==> src/rtl/fifo_pkg.sv <==
// Shared FIFO helpers: occupancy counter width and a packed status word for downstream registers.
package fifo_pkg;

    function automatic int fifo_cnt_w(input int depth);
        return $clog2(depth + 1);
    endfunction

    typedef struct packed {
        logic full;
        logic empty;
        logic almost_full;
        logic almost_empty;
        logic overflow;
        logic underflow;
    } fifo_status_t;

endpackage

==> src/rtl/fifo_mem.sv <==
// Simple dual-port register array: synchronous write, asynchronous read.
// Storage is deliberately not reset so it maps onto plain flops or distributed RAM.
module fifo_mem #(
    parameter int DEPTH = 8,
    parameter int WIDTH = 8,
    localparam int PW = $clog2(DEPTH)
) (
    input  logic             clk,
    input  logic             wr_en_i,
    input  logic [PW-1:0]    wr_addr_i,
    input  logic [WIDTH-1:0] wr_data_i,
    input  logic [PW-1:0]    rd_addr_i,
    output logic [WIDTH-1:0] rd_data_o
);

    logic [WIDTH-1:0] mem_q [DEPTH];

    always_ff @(posedge clk) begin
        if (wr_en_i) begin
            mem_q[wr_addr_i] <= wr_data_i;
        end
    end

    assign rd_data_o = mem_q[rd_addr_i];

endmodule

==> src/rtl/sync_fifo_ext.sv <==
// Synchronous FIFO of any depth >= 2 with count, almost flags, sticky error flags and flush.
// Status is combinational from the count register; read data is registered (FWFT=0) or the live head (FWFT=1).
module sync_fifo_ext
    import fifo_pkg::*;
#(
    parameter int DEPTH     = 8,
    parameter int WIDTH     = 8,
    parameter int FWFT      = 0,
    parameter int AF_THRESH = DEPTH - 1,
    parameter int AE_THRESH = 1,
    localparam int CW = fifo_cnt_w(DEPTH)
) (
    input  logic             clk,
    input  logic             rst_n,
    input  logic             flush_i,
    input  logic             wr_en_i,
    input  logic [WIDTH-1:0] write_data_i,
    input  logic             rd_en_i,
    output logic [WIDTH-1:0] read_data_o,
    output logic             full_o,
    output logic             empty_o,
    output logic             almost_full_o,
    output logic             almost_empty_o,
    output logic [CW-1:0]    count_o,
    output logic             overflow_o,
    output logic             underflow_o
);

    localparam int            PW       = $clog2(DEPTH);
    localparam logic [PW-1:0] PTR_LAST = PW'(DEPTH - 1);
    localparam logic [CW-1:0] DEPTH_C  = CW'(DEPTH);
    localparam logic [CW-1:0] AF_C     = CW'(AF_THRESH);
    localparam logic [CW-1:0] AE_C     = CW'(AE_THRESH);

    if (DEPTH < 2 || AF_THRESH < 1 || AF_THRESH > DEPTH ||
        AE_THRESH < 0 || AE_THRESH > DEPTH - 1) begin : g_bad_params
        $error("sync_fifo_ext: illegal DEPTH/AF_THRESH/AE_THRESH combination");
    end

    logic [PW-1:0]    rd_ptr_q, rd_ptr_d, wr_ptr_q, wr_ptr_d;
    logic [CW-1:0]    count_q, count_d;
    logic             ovf_q, ovf_d, unf_q, unf_d;
    logic             rd_acc, wr_acc, mem_we;
    logic [WIDTH-1:0] head_dat;
    fifo_status_t     status;

    // Explicit wrap compare so non-power-of-2 depths use every entry.
    function automatic logic [PW-1:0] ptr_inc(input logic [PW-1:0] p);
        return (p == PTR_LAST) ? '0 : p + PW'(1);
    endfunction

    always_comb begin
        status              = '0;
        status.full         = (count_q == DEPTH_C);
        status.empty        = (count_q == '0);
        status.almost_full  = (count_q >= AF_C);
        status.almost_empty = (count_q <= AE_C);
        status.overflow     = ovf_q;
        status.underflow    = unf_q;
    end

    assign full_o         = status.full;
    assign empty_o        = status.empty;
    assign almost_full_o  = status.almost_full;
    assign almost_empty_o = status.almost_empty;
    assign overflow_o     = status.overflow;
    assign underflow_o    = status.underflow;
    assign count_o        = count_q;

    // A pop in the same cycle frees the slot, so a write while full still lands.
    assign rd_acc = rd_en_i && !status.empty;
    assign wr_acc = wr_en_i && (!status.full || rd_acc);
    assign mem_we = wr_acc && rst_n && !flush_i;

    always_comb begin
        rd_ptr_d = rd_acc ? ptr_inc(rd_ptr_q) : rd_ptr_q;
        wr_ptr_d = wr_acc ? ptr_inc(wr_ptr_q) : wr_ptr_q;
        ovf_d    = ovf_q || (wr_en_i && !wr_acc);
        unf_d    = unf_q || (rd_en_i && !rd_acc);
        case ({wr_acc, rd_acc})
            2'b10:   count_d = count_q + CW'(1);
            2'b01:   count_d = count_q - CW'(1);
            default: count_d = count_q;
        endcase
    end

    always_ff @(posedge clk) begin
        if (!rst_n || flush_i) begin
            rd_ptr_q <= '0;
            wr_ptr_q <= '0;
            count_q  <= '0;
            ovf_q    <= 1'b0;
            unf_q    <= 1'b0;
        end else begin
            rd_ptr_q <= rd_ptr_d;
            wr_ptr_q <= wr_ptr_d;
            count_q  <= count_d;
            ovf_q    <= ovf_d;
            unf_q    <= unf_d;
        end
    end

    fifo_mem #(
        .DEPTH (DEPTH),
        .WIDTH (WIDTH)
    ) u_mem (
        .clk       (clk),
        .wr_en_i   (mem_we),
        .wr_addr_i (wr_ptr_q),
        .wr_data_i (write_data_i),
        .rd_addr_i (rd_ptr_q),
        .rd_data_o (head_dat)
    );

    if (FWFT != 0) begin : g_fwft
        assign read_data_o = head_dat;
    end else begin : g_reg
        logic [WIDTH-1:0] rdata_q;
        always_ff @(posedge clk) begin
            if (!rst_n || flush_i) begin
                rdata_q <= '0;
            end else if (rd_acc) begin
                rdata_q <= head_dat;
            end
        end
        assign read_data_o = rdata_q;
    end

endmodule

==> config.mk <==
export PLATFORM = sky130hd
export DESIGN_NAME = sync_fifo_ext
export DESIGN_NICKNAME = d
export VERILOG_FILES = /design/src/rtl/fifo_pkg.sv /design/src/rtl/fifo_mem.sv /design/src/rtl/sync_fifo_ext.sv
export SDC_FILE = /design/constraint.sdc
export NUM_CORES = 1
export LEC_CHECK = 0
export ABC_AREA = 1
export BUFFER_PORTS_ARGS = -buffer_cell sky130_fd_sc_hd__buf_2
export CORE_MARGIN = 2
export CORE_UTILIZATION = 35
export DETAILED_ROUTE_END_ITERATION = 8
export GPL_ROUTABILITY_DRIVEN = 0
export REMOVE_ABC_BUFFERS = 1
export SETUP_SLACK_MARGIN = 0.2
export SYNTH_ARGS = -nofsm -noshare
export SYNTH_HDL_FRONTEND = slang
export SYNTH_SLANG_ARGS = --single-unit
export TNS_END_PERCENT = 1
==> constraint.sdc <==
create_clock -name clk -period 1.91 [get_ports clk]
set_clock_uncertainty 0.1 [all_clocks]
set_input_delay 0.2865 -clock clk [delete_from_list [all_inputs] [get_ports clk]]
set_output_delay 0.2865 -clock clk [all_outputs]
set_load 0.02 [all_outputs]
; Yosys cells after proc, flatten, opt, wreduce, memory -nomap -nowiden
; Memories as Yosys holds them, arrays and structs flattened. A register that Yosys moved wholly into a read port is not among the register bits.
; Cells that the tools add are included.
[word_totals]
ff_bits = 12
latch_bits = 0
mem_bits_rw = 64
mem_bits_ro = 0
inputBits = 13
out_inout_bits = 18
word_cells = 40
memories = 1
[mem_list]
columns = name, depth, word_bits, rd, rd_ports_with_merged_regs, write_ports, line
row1 = u_mem.mem_q, 8, 8, 1, 1, 1, fifo_mem.sv:16  ; logic [WIDTH-1:0] mem_q [DEPTH];
[op_classes]
n_addsub = 4
mul = 0
div_mod_pow = 0
magnitude_cmp = 2
eq_ne = 5
n_shift = 0
mux = 5
bitwise_logic = 0
n_reduce_logical = 18
[op_table]
columns = op, count
row1 = $pmux W4 S2, 1
row2 = $add A3 B1 Y3 const B, 2
row3 = $eq A3 B3 Y1 const B, 2
row4 = $logic_and A1 B1 Y1, 6
row5 = $logic_not A1 Y1, 6
row6 = $mux W3, 2
row7 = $add A4 B1 Y4 const B, 1
row8 = $eq A4 B4 Y1 const B, 1
row9 = $ge A4 B3 Y1 const B, 1
row10 = $le A4 B1 Y1 const B, 1
row11 = $logic_not A4 Y1, 1
row12 = $logic_or A1 B1 Y1, 4
row13 = $sub A4 B1 Y4 const B, 1
row14 = $eq A2 B1 Y1 const B, 1
row15 = $eq A2 B2 Y1 const B, 1
row16 = $mux W1, 2
row17 = $reduce_bool A2 Y1, 1

; Logic depth before layout (Yosys ltp)
; Gate-level depths: netlist of the first run.
[logic_depth]
ltp_word = 9
ltp_mapped = 9
depth_no_buf = 9

; Hierarchy
; A second synthesis of the first run with hierarchy kept.
[hier_totals]
hier_cells = 440
hier_area_um2 = 3943.8
[by_module_without_submodules]
columns = module, instances, cells_per_inst, area_each_um2, seq_area_each_um2
row1 = fifo_mem, 1, 295, 2890.3, 1921.8
row2 = sync_fifo_ext, 1, 145, 1053.5, 400.4

; Worst setup path after synthesis of the first run
; OpenSTA, ideal clock, no wires.
[synth_timing]
kind = flip-flop to flip-flop
start = register count_q[0], in the netlist count_o[0]
end = memory u_mem.mem_q[1][0] (enable)
setup_ns = 0.370
arrival_time_ns = 1.722
path_slack_ns = -0.283
path_stages_with_launch = 8
n_path_buf = 0
synth_period_minus_slack_ns = 2.193
cell_sequence = dfxtp_1 -> inv_1 -> ha_1 -> nand3_4 -> o21ai_2 -> inv_1 -> nand3_2 -> nor2_1
[synth_via]
elab_chain_cells = 9
word_cells_on_any_way = 11
[synth_rtl]
columns = element, line
row1 = from (decl), sync_fifo_ext.sv:41  ; logic [CW-1:0] count_q, count_d;
row2 = from (signal assigned), sync_fifo_ext.sv:97  ; count_q <= count_d;
row3 = $logic_not A4 Y1, sync_fifo_ext.sv:55  ; status.empty = (count_q == '0);
row4 = $logic_not A1 Y1, sync_fifo_ext.sv:71  ; assign rd_acc = rd_en_i && !status.empty;
row5 = $logic_and A1 B1 Y1, sync_fifo_ext.sv:71
row6 = $logic_or A1 B1 Y1 (*), sync_fifo_ext.sv:72  ; assign wr_acc = wr_en_i && (!status.full || rd_acc);
row7 = $logic_and A1 B1 Y1 (*), sync_fifo_ext.sv:72
row8 = $logic_and A1 B1 Y1 (*) (2 in a row), sync_fifo_ext.sv:73  ; assign mem_we = wr_acc && rst_n && !flush_i;
row9 = $mux W1 (*), fifo_mem.sv:19  ; if (wr_en_i) begin
row10 = $mux W1 (implied by the code) (*), fifo_mem.sv:20  ; mem_q[wr_addr_i] <= wr_data_i;
row11 = to (decl), fifo_mem.sv:16
; Every way passes the cells marked *; elsewhere a longest branch is shown, timed or not.

; Worst setup path after layout of the first run
[layout_timing]
start = register count_q[1], in the netlist count_o[1]
end = output almost_empty_o
[layout_via]
elab_chain_cells = 1
[layout_rtl]
columns = element, line
row1 = $le A4 B1 Y1, sync_fifo_ext.sv:57  ; status.almost_empty = (count_q <= AE_C);
row2 = to (decl), sync_fifo_ext.sv:23  ; output logic almost_empty_o,
; Every way passes these cells.

==> impl_metrics.py, run 1 <==
metrics = {
    "route": {
        "via_count": 2712,
        "drtIter0Drc": 119,
        "route.met3.wl_um": 323,
        "wl_met2_mm": 4.042,
        "antenna_left": 0,
        "drt_wl_total_mm": 7.866,
        "vias_per_cell": 4.558,
        "drc": 0,
        "dr.pass1.iters": 4,
        "met1Wirelength_mm": 3.333,
        "wire_per_inst_um": 13.22,
        "highest_layer": "met4",
    },
    "setup_path": {
        "cp.required_ns": 1.52,
        "r2r-end": "u_mem.mem_q[2][4]",
        "crit_path_max_fanout": 3,
        "critical_path_class": "flop to output pin",
        "path_common_cell": "buf_6",
        "end_kind": "output pin",
        "slowest_delay_ns": 0.33,
        "reg2reg_from": "count_o[0]",
        "crit_chain": "inv_2, buf_6, ha_4, o21a_1, buf_6",
        "cp_slowest_cell": "dfxtp_2",
        "crit_arrival_ns": 1.32,
        "reg2reg_slack_ns": 0.29,
        "reg2regPathDepth": 8,
        "worstSetupStartpointType": "flop",
    },
    "yosys": {
        "synth-edff-count": 64,
        "synth.area.top_cells": "edfxtp_1 (50%), nand2_1 (11%), dfxtp_1 (11%)",
        "yosysSeqAreaShare_pct": 60.91,
        "netlist_area_um2": 3812,
        "synthDistinctLibCells": 29,
        "synth.most_common_cell": "nand2_1",
        "synthTopCellsByCount": "nand2_1 (109), edfxtp_1 (64), inv_1 (64)",
        "ys_warn_count": 0,
        "synth_seq_cells": 84,
        "dominantRegCellSynth": "edfxtp_1",
        "syn_inst": 397,
        "syn_area_per_cell_um2": 9.603,
        "async_flop_share_pct": 0,
        "yosys.area.top_type_share_pct": 50.41,
        "synth_top_area_cell": "edfxtp_1",
    },
    "global_routing": {
        "grt_pass1_wl_mm": 12.49,
        "first_global_vias": 2608,
        "grtUsageTotal_pct": 14.32,
        "grt-ovfl-total": 0,
        "antenna_found_initial": 0,
        "grt_max_degree": 35,
    },
    "power_and_ir_drop": {
        "intPower_mw": 2.749,
        "p_per_area_nw_per_um2": 809.5,
        "swShare_pct": 24.64,
        "leakage_nw": 1.975,
        "power_frac_clock_pct": 32.9,
        "p_switching_uw": 898.7,
        "p_seq_share_pct": 55.1,
        "comb_power_share_pct": 12.0,
        "vdd_drop_max_mv": 0.2630,
    },
    "final_layout": {
        "fillCellCount": 1078,
        "diodes": 0,
        "area_delta_synth_final_pct": 18.18,
        "fin_util_pct": 41.93,
        "layout-drive-gt1-share_pct": 21.10,
        "fin_nets": 471,
    },
    "floorplanning": {
        "floorplan.initialDensity_pct": 35.48,
        "die_x_um": 108.4,
        "rows": 38,
        "coreArea_um2": 10750,
        "dieArea_um2": 11740,
        "num_io_pins": 31,
        "fp.dieH_um": 108.4,
    },
    "flow_run": {
        "drv_cap": 0,
    },
    "timing": {
        "slew_viol_final": 0,
        "finalHoldViolCount": 0,
        "hold_slack_ns": 0.1313,
        "finalCritPeriodShare_pct": 89.16,
        "slew_headroom_pct": 64.72,
        "max_freq_ghz": 0.5872,
        "rsz0062_at_grt": "yes",
        "worstMarginPinSlew_ns": 0.5285,
        "fin_crit_ns": 1.703,
        "final-setup-viol-count": 0,
    },
    "cts": {
        "clkTransAtPathRegs_ns": 0.08,
        "numCtsBuffers": 9,
        "cts.sinks": 84,
        "htree_num_levels": 3,
        "cts_buffer_depth": 2,
        "hold_buffers": 0,
        "cts_root_buf": "clkbuf_8",
        "clkLatencyLatePin_ns": 0.35,
        "cts_tree": "done",
    },
    "worst_hold_path": {
        "min_from": "write_data_i[1]",
        "hold_class": "input port to flop",
        "hold_end": "u_mem.mem_q[0][1]",
        "whs_path_depth": 1,
    },
    "placement": {
        "portBuffers": 30,
        "hpwl_mm": 5.802,
    },
    "outcome": {
        "status": "finished, final reports clean",
    },
}
==> cell type report <==
cell class | instances | area [µm²] | share of cell area, %
inverters | 70 | 262.8 | 5.832
well taps | 140 | 175.2 | 3.888
repair buffers | 56 | 359.1 | 7.970
flip-flops and latches | 84 | 2325 | 51.60
clock buffers | 12 | 135.1 | 2.999
clock inverters | 4 | 50.05 | 1.111
multi-input cells | 229 | 1199 | 26.60
==> worst max-delay path, delay by kind of cell (launching register included) <==
| family | cells | cell delay (ns) |
|---|---|---|
| fa+ha+maj | 1 | 0.14 |
| compound gates | 1 | 0.19 |
| buf+inv | 3 | 0.30 |
| flops | 1 | 0.33 |
==> cells by family (layout without fill, tap and decap cells) <==
group | after synthesis | after routing | synth area share [%]
fa+ha+maj | 8 | 8 | 2.626
xor+xnor | 2 | 2 | 0.4596
flops | 84 | 84 | 60.91
compound gates | 25 | 25 | 3.840
buf+inv | 84 | 142 | 9.156
simple gates | 194 | 194 | 23.01
==> metrics by stage <==
stage	TNS, ns	power (mW)	setup WS (ns)	area (µm²)	std cells
4_1_cts	0	3.685	0.1883	4506	595
3_3_place_gp	0	2.457	0.1023	4239	578
6_report	0	3.647	0.2071	4506	595
3_5_place_dp	0	2.462	0.09405	4239	578
2_1_floorplan	-18.05	2.306	-0.2826	3726	383
5_1_grt	0	3.829	0.1298	4506	595
==> power by group through the flow <==
stage | clock (mW) | combinational, mW | sequential, mW
finish | 1.20 | 0.438 | 2.01
global route | 1.33 | 0.492 | 2.01
CTS | 1.24 | 0.441 | 2.01
detailed placement | 0 | 0.413 | 2.05
global placement | 0 | 0.409 | 2.05
floorplan | 0 | 0.229 | 2.08
==> what timing repair did <==
item / in CTS / in global routing
buffers inserted: 1 / 0
pin swaps: 1 / 0
resized for setup: 21 / 0
endpoints found under the setup margin: 67 / 29
==> worst max-delay path by stage <==
stage	end	cells past startpoint	start	slack [ns]
6_report	almost_empty_o	5	count_o[1]	0.21
5_1_grt	almost_empty_o	5	count_o[1]	0.13
4_1_cts	almost_empty_o	5	count_o[1]	0.19
3_5_place_dp	u_mem.mem_q[6][3]	8	count_o[0]	0.09
3_3_place_gp	u_mem.mem_q[6][5]	8	count_o[0]	0.10
2_1_floorplan	u_mem.mem_q[1][0]	7	count_o[0]	-0.28
==> per-layer routing <==
| layer | track usage (%) | vias to the layer above |
|---|---|---|
| li1 | - | 1383 |
| met1 | 16.74 | 1273 |
| met2 | 25.07 | 40 |
| met3 | 3.617 | 16 |
| met4 | 5.861 | 0 |
| met5 | 0 | - |
==> state kept, by name, summed over array words and instances (netlist names) <==
signal and count:
u_mem.mem_q 64, underflow_o 1, wr_ptr_q 3, rd_ptr_q 3, read_data_o 8, count_o 4, overflow_o 1
==> cells in the final DEF, fill, tap and decap left out, types with 2 or more instances in the layout <==
cell	count
a21oi_1	14
buf_2	29
buf_4	24
buf_6	3
clkbuf_1	3
clkbuf_8	9
clkinv_1	3
dfxtp_1	18
dfxtp_2	2
edfxtp_1	64
ha_1	4
ha_4	3
inv_1	61
inv_2	7
nand2_1	108
nand2_2	2
nand2_4	2
nand3_1	54
nand3_4	4
nand4_1	2
nor2_1	16
nor2_2	4
o21a_1	2
o21ai_0	5
Power figures use the tool's default switching activity.
==> run 2, diff against run 1 <==
Settings changed: CORE_UTILIZATION 35 to 50, CTS_CLUSTER_SIZE from default to 16, PLACE_DENSITY from default to 0.71, SYNTH_HIERARCHICAL from default to 1.
==> impl_metrics.py, run 2 <==
metrics = {
    "outcome": {
        "status": "finished, final reports clean",
    },
    "route": {
        "vias_per_cell": 4.859,
        "antenna_left": 0,
        "via_count": 2891,
        "wire_per_inst_um": 13.65,
        "drt_wl_total_mm": 8.119,
        "dr.pass1.iters": 5,
        "drtIter0Drc": 287,
        "drc": 0,
    },
    "worst_hold_path": {
        "hold_class": "input port to flop",
        "hold_end": "u_mem/mem_q[3][7]",
        "whs_path_depth": 1,
        "min_from": "write_data_i[7]",
    },
    "timing": {
        "finalHoldViolCount": 0,
        "rsz0062_at_grt": "yes",
        "hold_slack_ns": 0.1568,
        "max_freq_ghz": 0.5829,
        "fin_crit_ns": 1.716,
        "slew_headroom_pct": 76.40,
        "fin_ws_ns": 0.1945,
        "worstMarginPinSlew_ns": 0.3536,
        "slew_viol_final": 0,
        "final-setup-viol-count": 0,
        "finalCritPeriodShare_pct": 89.82,
        "fin_tns_setup_ns": 0,
    },
    "floorplanning": {
        "fp.dieH_um": 92.81,
        "floorplan.initialDensity_pct": 51.30,
        "coreArea_um2": 7687,
        "dieArea_um2": 8614,
        "die_x_um": 92.81,
        "rows": 32,
        "num_io_pins": 31,
    },
    "yosys": {
        "syn_area_per_cell_um2": 8.963,
        "async_flop_share_pct": 0,
        "yosysSeqAreaShare_pct": 58.88,
        "synth_top_area_cell": "edfxtp_1",
        "syn_inst": 440,
        "netlist_area_um2": 3944,
        "synth_seq_cells": 84,
        "synthDistinctLibCells": 27,
        "yosys.area.top_type_share_pct": 48.73,
        "ys_warn_count": 6,
        "dominantRegCellSynth": "edfxtp_1",
        "synth.most_common_cell": "nand2_1",
        "synth-edff-count": 64,
        "synth.area.top_cells": "edfxtp_1 (49%), nand2_1 (13%), dfxtp_1 (10%)",
        "synthTopCellsByCount": "nand2_1 (133), inv_1 (79), edfxtp_1 (64)",
    },
    "setup_path": {
        "reg2regPathDepth": 10,
        "reg2reg_slack_ns": 0.20,
        "cp.required_ns": 1.52,
        "r2r-end": "u_mem/mem_q[1][0]",
        "end_kind": "output pin",
        "reg2reg_from": "count_o[1]",
        "cp-startpoint": "count_o[1]",
        "crit_path_max_fanout": 2,
        "crit_arrival_ns": 1.33,
        "worstSetupStartpointType": "flop",
        "critical_path_class": "flop to output pin",
    },
    "power_and_ir_drop": {
        "p_per_area_nw_per_um2": 799.7,
        "swShare_pct": 26.98,
        "intPower_mw": 2.628,
        "leakage_nw": 2.139,
        "p_switching_uw": 970.8,
        "vdd_drop_max_mv": 0.3646,
        "power_frac_clock_pct": 32.4,
        "comb_power_share_pct": 11.6,
        "p_seq_share_pct": 56.0,
    },
    "placement": {
        "dpl.cell_count": 578,
        "portBuffers": 30,
        "hpwl_mm": 5.703,
        "pre_cts_slack_ns": -0.008887,
    },
    "global_routing": {
        "grt-ovfl-total": 0,
        "first_global_vias": 2644,
        "grtUsageTotal_pct": 19.91,
        "grt_pass1_wl_mm": 12.96,
        "antenna_found_initial": 0,
        "grt_max_degree": 33,
    },
    "final_layout": {
        "mostFrequentLayoutCell": "nand2_1",
        "fin_nets": 508,
        "final_cell_mix": "nand2_1 (130), inv_1 (76), edfxtp_1 (64)",
        "area_delta_synth_final_pct": 14.12,
        "regMostFlops": "u_mem/mem_q",
        "multi_input_area_um2": 1209,
        "fillCellCount": 676,
        "diodes": 0,
        "layout-drive-gt1-share_pct": 19.47,
        "final_cell_count_no_fill": 595,
        "largest_register_ffs": 64,
        "fin_util_pct": 58.54,
        "seq_area_um2": 2325,
    },
    "cts": {
        "cts_root_buf": "clkbuf_8",
        "clkLatencyLatePin_ns": 0.35,
        "clkTransAtPathRegs_ns": 0.09,
        "cts.sinks": 84,
        "cts_tree": "done",
        "numCtsBuffers": 9,
        "htree_num_levels": 3,
        "cts_buffer_depth": 2,
    },
    "flow_run": {
        "drv_cap": 0,
    },
}
==> run 2: cell families after synthesis <==
group                      count (synthesis)  share of synthesized area (%)
DFF                                       84                          58.88
buffers and inverters                    101                          11.68
xor gates and xnor gates                   1                         0.2221
AOI/OAI and AO/OA                         19                          2.887
adders and majority gates                  7                          2.221
and+or+nand+nor                          228                          24.11
==> run 2: timing repair <==
item | CTS | global route
setup buffers | 1 | 0
hold buffers | 0 | 0
gates resized for setup | 18 | 4
pin swaps | 3 | 0
endpoints found under the hold margin | 0 | 0
setup endpoints to repair | 67 | 71
==> run 2: how the worst max path moves through the flow <==
stage                     cells after the start                 to
after floorplan                               9  u_mem/mem_q[1][0]
after global placement                       10  u_mem/mem_q[5][3]
after detailed placement                     10  u_mem/mem_q[5][7]
after CTS                                     8             full_o
after global routing                         10  u_mem/mem_q[6][3]
final                                         8             full_o
==> run 2: metal layers <==
layer | track usage [%] | share of wire [%]
met2 | 31.76 | 48
met4 | 8.333 | 2.1
met5 | 0 | 0
met3 | 3.743 | 5.0
met1 | 26.79 | 45
==> run 2: area by class of cell <==
| class | count | share of cell area, % |
|---|---|---|
| flip-flops and latches | 84 | 51.65 |
| well taps | 102 | 2.836 |
| multi-input cells | 255 | 26.86 |
| repair buffers | 52 | 7.367 |
| clock buffers | 9 | 2.752 |
| inverters | 86 | 7.228 |
| clock inverters | 7 | 1.307 |
==> run 2: worst max-delay path, stage by stage, from the launching register on <==
cell and delay, ns:
dfxtp_2 0.33, inv_2 0.07, ha_4 0.14, nand2_2 0.05, inv_2 0.07, nand2_4 0.06, buf_6 0.13, inv_2 0.04
buf_6 0.10
==> run 2: stage by stage <==
stage	power (mW)	instance area, µm²
after floorplan	2.303	3809
after global placement	2.445	4244
after detailed placement	2.452	4244
after CTS	3.615	4484
after global routing	3.761	4501
final	3.599	4501
==> run 2: power by group through the flow <==
stage          sequential, mW  combinational, mW  clock [mW]
3_3_place_gp             2.05              0.392           0
5_1_grt                  2.02              0.472        1.27
6_report                 2.01              0.418        1.17
3_5_place_dp             2.05              0.398           0
4_1_cts                  2.01              0.419        1.18
2_1_floorplan            2.08              0.221           0
==> run 3, diff against run 2 <==
Settings changed: REMOVE_ABC_BUFFERS 1 to default.
==> impl_metrics.py, run 3 (synthesized netlist as in run 2, its figures left out) <==
metrics = {
    "outcome": {
        "status": "finished, final reports clean",
    },
    "floorplanning": {
        "num_io_pins": 31,
        "fp.dieH_um": 92.81,
        "coreArea_um2": 7687,
        "dieArea_um2": 8614,
        "rows": 32,
        "floorplan.initialDensity_pct": 51.30,
        "die_x_um": 92.81,
    },
    "power_and_ir_drop": {
        "design_power_total_mw": 3.463,
        "power_frac_clock_pct": 29.7,
        "vdd_drop_max_mv": 0.4983,
        "comb_power_share_pct": 12.0,
        "intPower_mw": 2.595,
        "p_seq_share_pct": 58.3,
        "swShare_pct": 25.07,
        "p_switching_uw": 868.3,
        "p_per_area_nw_per_um2": 779.7,
        "leakage_nw": 2.074,
    },
    "yosys": {
        "synth_nets": 460,
    },
    "placement": {
        "place_area_um2": 4233,
        "portBuffers": 30,
        "hpwl_mm": 5.763,
    },
    "flow_run": {
        "drv_cap": 0,
    },
    "timing": {
        "fin_tns_setup_ns": 0,
        "finalCritPeriodShare_pct": 91.34,
        "slew_headroom_pct": 75.83,
        "rsz0062_at_grt": "yes",
        "final-setup-viol-count": 0,
        "slew_viol_final": 0,
        "finalHoldViolCount": 0,
        "fin_crit_ns": 1.745,
        "worstMarginPinSlew_ns": 0.3621,
        "max_freq_ghz": 0.5732,
    },
    "cts": {
        "cts_buffer_depth": 2,
        "clkLatencyLatePin_ns": 0.34,
        "cts.sinks": 84,
        "cts_root_buf": "clkbuf_8",
        "hold_buffers": 0,
        "cts_tree": "done",
        "clkTransAtPathRegs_ns": 0.08,
        "htree_num_levels": 3,
        "numCtsBuffers": 9,
    },
    "worst_hold_path": {
        "hold_class": "input port to flop",
        "whs_path_depth": 3,
    },
    "final_layout": {
        "fin_nets": 497,
        "regMostFlops": "u_mem/mem_q",
        "largest_register_ffs": 64,
        "diodes": 0,
        "mostFrequentLayoutCell": "nand2_1",
        "area_delta_synth_final_pct": 12.63,
        "layout-drive-gt1-share_pct": 17.84,
        "final_cell_mix": "nand2_1 (130), inv_1 (77), edfxtp_1 (64)",
        "finish.instance_area_um2": 4442,
    },
    "route": {
        "vias_per_cell": 4.901,
        "drt_wl_total_mm": 8.108,
        "drc": 0,
        "drtIter0Drc": 216,
        "dr.pass1.iters": 5,
        "via_count": 2862,
        "wire_per_inst_um": 13.88,
        "antenna_left": 0,
    },
    "setup_path": {
        "reg2regPathDepth": 9,
        "reg2reg_slack_ns": 0.17,
        "end_kind": "flop",
        "reg2reg_from": "count_o[1]",
        "r2r-end": "u_mem/mem_q[2][3]",
        "crit_arrival_ns": 1.67,
        "critical_path_class": "flop to flop",
        "cp-startpoint": "count_o[1]",
        "crit_path_end": "u_mem/mem_q[2][3]",
        "worstSetupStartpointType": "flop",
        "cp.required_ns": 1.83,
        "crit_path_max_fanout": 8,
    },
    "global_routing": {
        "antenna_found_initial": 0,
        "grt_max_degree": 33,
        "grtUsageTotal_pct": 20.50,
        "first_global_vias": 2684,
        "grt-ovfl-total": 0,
        "grt_pass1_wl_mm": 13.28,
    },
}
## run 3: how the worst min path moves through the flow
stage	end	startpoint	slack [ns]
final	underflow_o	rd_en_i	0.17
after CTS	underflow_o	rd_en_i	0.16
after detailed placement	underflow_o	underflow_o	0.35
after global placement	underflow_o	underflow_o	0.34
after floorplan	u_mem/mem_q[0][0]	write_data_i[0]	0.29
after global routing	underflow_o	rd_en_i	0.15
## run 3: stage by stage
stage	setup WS [ns]	instances	hold WS (ns)	utilization, %
final	0.1655	584	0.1744	57.78
after global routing	0.09362	584	0.1531	57.78
after CTS	0.1471	584	0.1551	57.73
after detailed placement	0.06295	561	0.3458	55.06
after global placement	0.09667	561	0.3382	55.06
after floorplan	0.1501	440	0.2854	-
## run 3: what timing repair did
item / in CTS / in global routing
pin swaps: 4 / 2
setup buffers: 7 / 0
gates resized for setup: 0 / 1
endpoints found under the setup margin: 65 / 80
## run 3: layout make-up
class / count / area, µm²
clock buffers: 13 / 138.9
clock inverters: 3 / 13.76
fillers: 674 / 3246
inverters: 86 / 330.3
multi-input cells: 255 / 1264
flip-flops and latches: 84 / 2331
well taps: 102 / 127.6
repair buffers: 41 / 236.5
## run 3: power by group through the flow
stage	registers, mW	logic [mW]	clock network [mW]
2_1_floorplan	2.07	0.281	0
3_3_place_gp	2.06	0.391	0
3_5_place_dp	2.06	0.397	0
4_1_cts	2.02	0.418	1.06
5_1_grt	2.02	0.471	1.13
6_report	2.02	0.416	1.03
## run 3: per-layer routing
layer  vias up  GRT usage [%]  routed length (µm)
li1       1437              -                   -
met1      1323          27.17                3642
met2        94          33.82                3853
met3         8          5.533                 532
met4         0          4.779                  78
met5         -              0                   0
## run 3: critical path, stage by stage (launching register included)
cell and delay (ns):
dfxtp_4 0.37, inv_4 0.04, ha_4 0.16, nand2_2 0.06, inv_2 0.04, nand2_4 0.07, o21ai_4 0.07, nor2_4 0.15
nand2_4 0.14, nor2_4 0.24
